`config.mk`:
```
export PLATFORM = sky130hd
export DESIGN_NAME = seg7_scan_ctrl
export DESIGN_NICKNAME = d
export VERILOG_FILES = /design/src/rtl/seg7_scan_ctrl.sv
export SDC_FILE = /design/constraint.sdc
export NUM_CORES = 1
export LEC_CHECK = 0
export ABC_AREA = 1
export CAP_MARGIN = 10
export CELL_PAD_IN_SITES_DETAIL_PLACEMENT = 1
export CELL_PAD_IN_SITES_GLOBAL_PLACEMENT = 2
export CORE_UTILIZATION = 29
export CTS_CLUSTER_DIAMETER = 150
export DETAILED_ROUTE_END_ITERATION = 10
export HOLD_SLACK_MARGIN = 0.06
export PLACE_DENSITY = 0.72
export RECOVER_POWER = 100
export SETUP_SLACK_MARGIN = 0.2
export SYNTH_ARGS = -nofsm -noshare
export SYNTH_HDL_FRONTEND = slang
export SYNTH_SLANG_ARGS = --single-unit
```
`constraint.sdc`:
```
create_clock -name clk -period 1.86 [get_ports clk]
set_clock_uncertainty 0.1 [all_clocks]
set_input_delay 0.372 -clock clk [delete_from_list [all_inputs] [get_ports clk]]
set_output_delay 0.372 -clock clk [all_outputs]
set_load 0.005 [all_outputs]
```
`src/rtl/seg7_scan_ctrl.sv`:
```
// Time-multiplexed scan scheduler feeding one shared seg7 decoder across NUM_DIGITS digits,
// with per-digit code storage, programmable dwell and a dark gap between digits.
module seg7_scan_ctrl #(
  parameter int unsigned NUM_DIGITS  = 4,
  parameter int unsigned DEAD_CYCLES = 2,
  parameter int unsigned DEFAULT_DIV = 16000
) (
  input  logic                          clk,
  input  logic                          reset,
  input  logic                          enable,
  input  logic                          wr_valid,
  output logic                          wr_ready,
  input  logic [$clog2(NUM_DIGITS)-1:0] wr_idx,
  input  logic [3:0]                    wr_value,
  input  logic [15:0]                   div_in,
  input  logic                          update_div,
  output logic [3:0]                    seg_code,
  output logic [NUM_DIGITS-1:0]         digit_sel,
  output logic                          blank
);

  localparam int unsigned IDX_W  = $clog2(NUM_DIGITS);
  localparam int unsigned DIV_W  = 16;
  localparam int unsigned DEAD_W = 4;
  localparam int unsigned CODE_W = 4;

  typedef enum logic [1:0] {IDLE, SHOW, DEAD} state_t;

  state_t              state, state_nxt;
  logic [IDX_W-1:0]    scan_idx, scan_nxt;
  logic [DIV_W-1:0]    div_q, div_nxt;
  logic [DIV_W-1:0]    dwell_cnt, dwell_nxt;
  logic [DEAD_W-1:0]   dead_cnt, dead_nxt;
  logic [CODE_W-1:0]   regs     [NUM_DIGITS];
  logic [CODE_W-1:0]   regs_nxt [NUM_DIGITS];
  logic                wr_en;
  logic [NUM_DIGITS-1:0] sel_nxt;
  logic [CODE_W-1:0]   code_nxt;
  logic                blank_nxt;

  // The digit on display is frozen for its whole dwell; out-of-range indices never match scan_idx.
  assign wr_ready = !reset && !(state == SHOW && scan_idx == wr_idx);
  assign wr_en    = wr_valid && wr_ready && (32'(wr_idx) < NUM_DIGITS);

  // Next-state, storage update and next-output decode.
  always_comb begin
    state_nxt = state;
    scan_nxt  = scan_idx;
    dwell_nxt = dwell_cnt;
    dead_nxt  = dead_cnt;
    div_nxt   = div_q;
    for (int i = 0; i < int'(NUM_DIGITS); i++) begin
      regs_nxt[i] = regs[i];
      if (wr_en && wr_idx == IDX_W'(i)) regs_nxt[i] = wr_value;
    end

    if (update_div) begin
      div_nxt   = (div_in == '0) ? DIV_W'(1) : div_in;
      scan_nxt  = '0;
      dwell_nxt = '0;
      dead_nxt  = '0;
      state_nxt = enable ? SHOW : IDLE;
    end else if (!enable) begin
      state_nxt = IDLE;
      scan_nxt  = '0;
      dwell_nxt = '0;
      dead_nxt  = '0;
    end else begin
      case (state)
        IDLE: begin
          state_nxt = SHOW;
          scan_nxt  = '0;
          dwell_nxt = '0;
          dead_nxt  = '0;
        end
        SHOW: begin
          if (dwell_cnt == div_q - DIV_W'(1)) begin
            state_nxt = DEAD;
            dwell_nxt = '0;
          end else begin
            dwell_nxt = dwell_cnt + DIV_W'(1);
          end
        end
        DEAD: begin
          if (dead_cnt == DEAD_W'(DEAD_CYCLES - 1)) begin
            state_nxt = SHOW;
            dead_nxt  = '0;
            scan_nxt  = (scan_idx == IDX_W'(NUM_DIGITS - 1)) ? '0 : scan_idx + IDX_W'(1);
          end else begin
            dead_nxt = dead_cnt + DEAD_W'(1);
          end
        end
        default: state_nxt = IDLE;
      endcase
    end

    sel_nxt   = '0;
    code_nxt  = 4'hF;
    blank_nxt = 1'b1;
    if (state_nxt == SHOW) begin
      sel_nxt   = NUM_DIGITS'(1) << scan_nxt;
      code_nxt  = regs_nxt[scan_nxt];
      blank_nxt = 1'b0;
    end
  end

  always_ff @(posedge clk) begin
    if (reset) begin
      state     <= IDLE;
      scan_idx  <= '0;
      dwell_cnt <= '0;
      dead_cnt  <= '0;
      div_q     <= DIV_W'(DEFAULT_DIV);
      for (int i = 0; i < int'(NUM_DIGITS); i++) regs[i] <= 4'hF;
      digit_sel <= '0;
      seg_code  <= 4'hF;
      blank     <= 1'b1;
    end else begin
      state     <= state_nxt;
      scan_idx  <= scan_nxt;
      dwell_cnt <= dwell_nxt;
      dead_cnt  <= dead_nxt;
      div_q     <= div_nxt;
      for (int i = 0; i < int'(NUM_DIGITS); i++) regs[i] <= regs_nxt[i];
      digit_sel <= sel_nxt;
      seg_code  <= code_nxt;
      blank     <= blank_nxt;
    end
  end

endmodule

```
==> impl_results.md <==
- Vias in the first global route: 4323
- Multi-input logic area: 2650 um2
- # rows: between 40 and 50
- Status: complete, but fails checks
- Die X: between 100 and 150 um
- Syn nets: 622
- Clk pwr share: 0.418
- FF-to-FF Start: div_q[9]
- I/O Buffers: 36
- Final WS setup: -0.169 ns
- Worst hold stages: 2
- Placer Congestion: 0.844
- Clk Latency, worst-skew pair: 0.34 ns
- All-Layer GR Usage: 0.200
- Pre-CTS WS: -0.486 ns
- TritonCTS buffer count: 9
- Slew @ Worst Pin: 0.365 ns
- Startpoint class of the critical path: register
- Final Slew Violations: 0
- Final #Nets: 765
- Library cells used by synthesis: 44
- First-pass GRT wire length: 22300 um
- Psw: between 1000 and 1500 uW
- Leakage power: 0.00270 uW
- Clock Root Buffer: clkbuf_16
- Ys Warns: 0
- Initial Util: 0.301
- Area grow syn2layout: 49.2%
- Detail Placement HPWL: 10300 um
- Sequential area share after synthesis: 0.321
- FF-to-FF setup slack: -0.17 ns
- Detail Route Antenna Nets: 0
- Max VDD drop: roughly 0.46 mV
- Largest net degree at the start of global routing: 17
- Worst hold path class: reg -> reg
- Total of max-cap violations: 0
- RSZ-0062 raised after global routing: yes
- Die Footprint: ~14000 um2
- Hold Startpoint: dead_cnt[3]
- Data required, critical path: 1.99 ns
- Critical Path End Type: register
- Cell count after synthesis: 590
- EDFF count, synth: 0
- Pwr Total: around 3700 uW
- Maximum level of the CTS H-tree: 3
- WL per Instance: 15.4 um
- Int Power: 2660 uW
- WL final: between 10000 and 15000 um
- Starting DRT DRC Count: 159
- Dominant synthesized flop cell: dfxtp_1
- Die Ht: around 120 um
- Total congestion overflow: 0
- Residual DRC: 0
- Max clock buf depth: 2
- Part of the cycle the worst path needs: 1.09
- Max Fclk: 493 MHz
- Hold EP: dead_cnt[3]
- Fraction of power consumed by sequential logic: 0.398
- Commonest non-fill, non-tap cell in the layout: nand2_1
- Mapped Avg Cell Area: 6.87 um2
- Final setup fails: 27
- # diodes: 0
- Maximum fanout along the worst path: 7
- Core footprint: 13500 um2
- R2R Path End: dwell_cnt[11]
- DR vias: approximately 4300
- Worst reg-to-reg path cell count: 10
- Initial antenna violation count: 0
- Ys async rst share: 0
- DR pass1 iterations: 5
- Power per Cell Area: approximately 610 nW/um2
- Clock sinks: 65
- Hold Fails Final Rpt: 0
- Fill cells: roughly 1700
- Register area: 1330 um2
- WP data arrival: between 2 and 2.5 ns
- Crit path time final: 2.03 ns
- Most frequent cells in the layout: nand2_1, buf_4, inv_1
- CTS tree: yes
- Switching share of total power: 0.278
- Combinational share of power: 0.183
- Via density: between 4 and 5
- Clock transition at path regs: roughly 0.05 ns
- Proportion of layout cells with a drive suffix above 1: 0.343
- Failing checks: setup timing
- FF+latch count, synth: 65
- Relative max-transition margin: 0.756
- Synthesized area: ~4000 um2
- CP Class: reg -> reg
- Ports: 37
sequential cells by signal (all words and copies together), names as in the netlist:
register	count
div_q	16
dwell_cnt	16
regs	16
dead_cnt	4
digit_sel	4
seg_code	4
scan_idx	2
state	2
blank	1
power groups by stage:
stage	Clock [uW]	Combinational, uW	Sequential (uW)
floorplan	0	324	1490
global placement	0	587	1500
detailed placement	0	603	1500
CTS	1600	641	1470
global route	1650	740	1470
finish	1540	676	1470
cell families (layout without fill, tap and decap cells):
logic type               count (synthesis)  count (layout)  synth area share
AND/OR/NAND/NOR                        359             360             0.437
buffers and inverters                   91             237            0.0911
flip-flops                              65              65             0.321
AO/OA/AOI/OAI                           44              44            0.0775
XOR/XNOR                                26              26            0.0580
adder cells (fa/ha/maj)                  5               5            0.0154
critical path: stages (launching register included):
cell,delay (ns)
dfxtp_1,0.34
nor2_2,0.19
nand2_1,0.12
nor2_1,0.16
nand2_2,0.08
xor2_2,0.16
nand4_1,0.15
nor2_4,0.29
nand2_4,0.16
nand3_2,0.11
a21oi_2,0.05
per-stage QoR:
step	area, um2	std cells	setup TNS, ns	hold slack, ns	utilization
global route	6050	913	-7.06	0.366	0.449
CTS	5760	901	-3.04	0.357	0.428
detailed placement	5310	876	-9.36	0.348	0.395
finish	6050	913	-3.21	0.352	0.449
floorplan	4100	590	0	0.324	-
global placement	5310	876	-8.08	0.341	0.395
worst max path at each step:
stage | slack, ns | from | endpoint | cells past startpoint
after CTS | -0.15 | div_q[0] | dwell_cnt[4] | 11
after floorplan | 0.04 | div_q[1] | dwell_cnt[12] | 12
after global placement | -0.38 | wr_idx[0] | seg_code[1] | 9
after detailed placement | -0.49 | wr_idx[1] | seg_code[0] | 10
final | -0.17 | div_q[9] | dwell_cnt[11] | 10
after global routing | -0.30 | div_q[11] | dwell_cnt[11] | 10
cell usage after synthesis, drive strengths merged (6+ instances only):
cell type,instances,area (um2)
a211oi,6,45.0
a21oi,21,143
buf,8,55.1
clkbuf,9,35.0
dfxtp,65,1300
inv,72,270
nand2,177,702
nand3,71,455
nand4,25,171
nor2,74,345
o21ai,9,48.8
xnor2,8,70.1
xor2,18,165
layer usage:
layer  up-vias  share of wire  track usage
li1       2185              -            -
met1      2027           0.48        0.269
met2        57           0.47        0.318
met3        17          0.035       0.0373
met4         0          0.017       0.0725
met5         -              0            0
final cells by class:
class / count / share of cell area
multi-input cells: 435 / 0.438
flip-flops and latches: 65 / 0.219
repair buffers: 148 / 0.216
inverters: 74 / 0.0470
clock buffers: 11 / 0.0401
well taps: 176 / 0.0364
clock inverters: 4 / 0.00331
repair_timing:
item	in CTS	in global routing
gates cloned	2	1
setup endpoints to repair	47	46
setup buffers	8	11
hold buffers	0	0
resized for setup	25	57
pin swaps	3	21
Note: power is estimated with default switching activity, not from simulation.
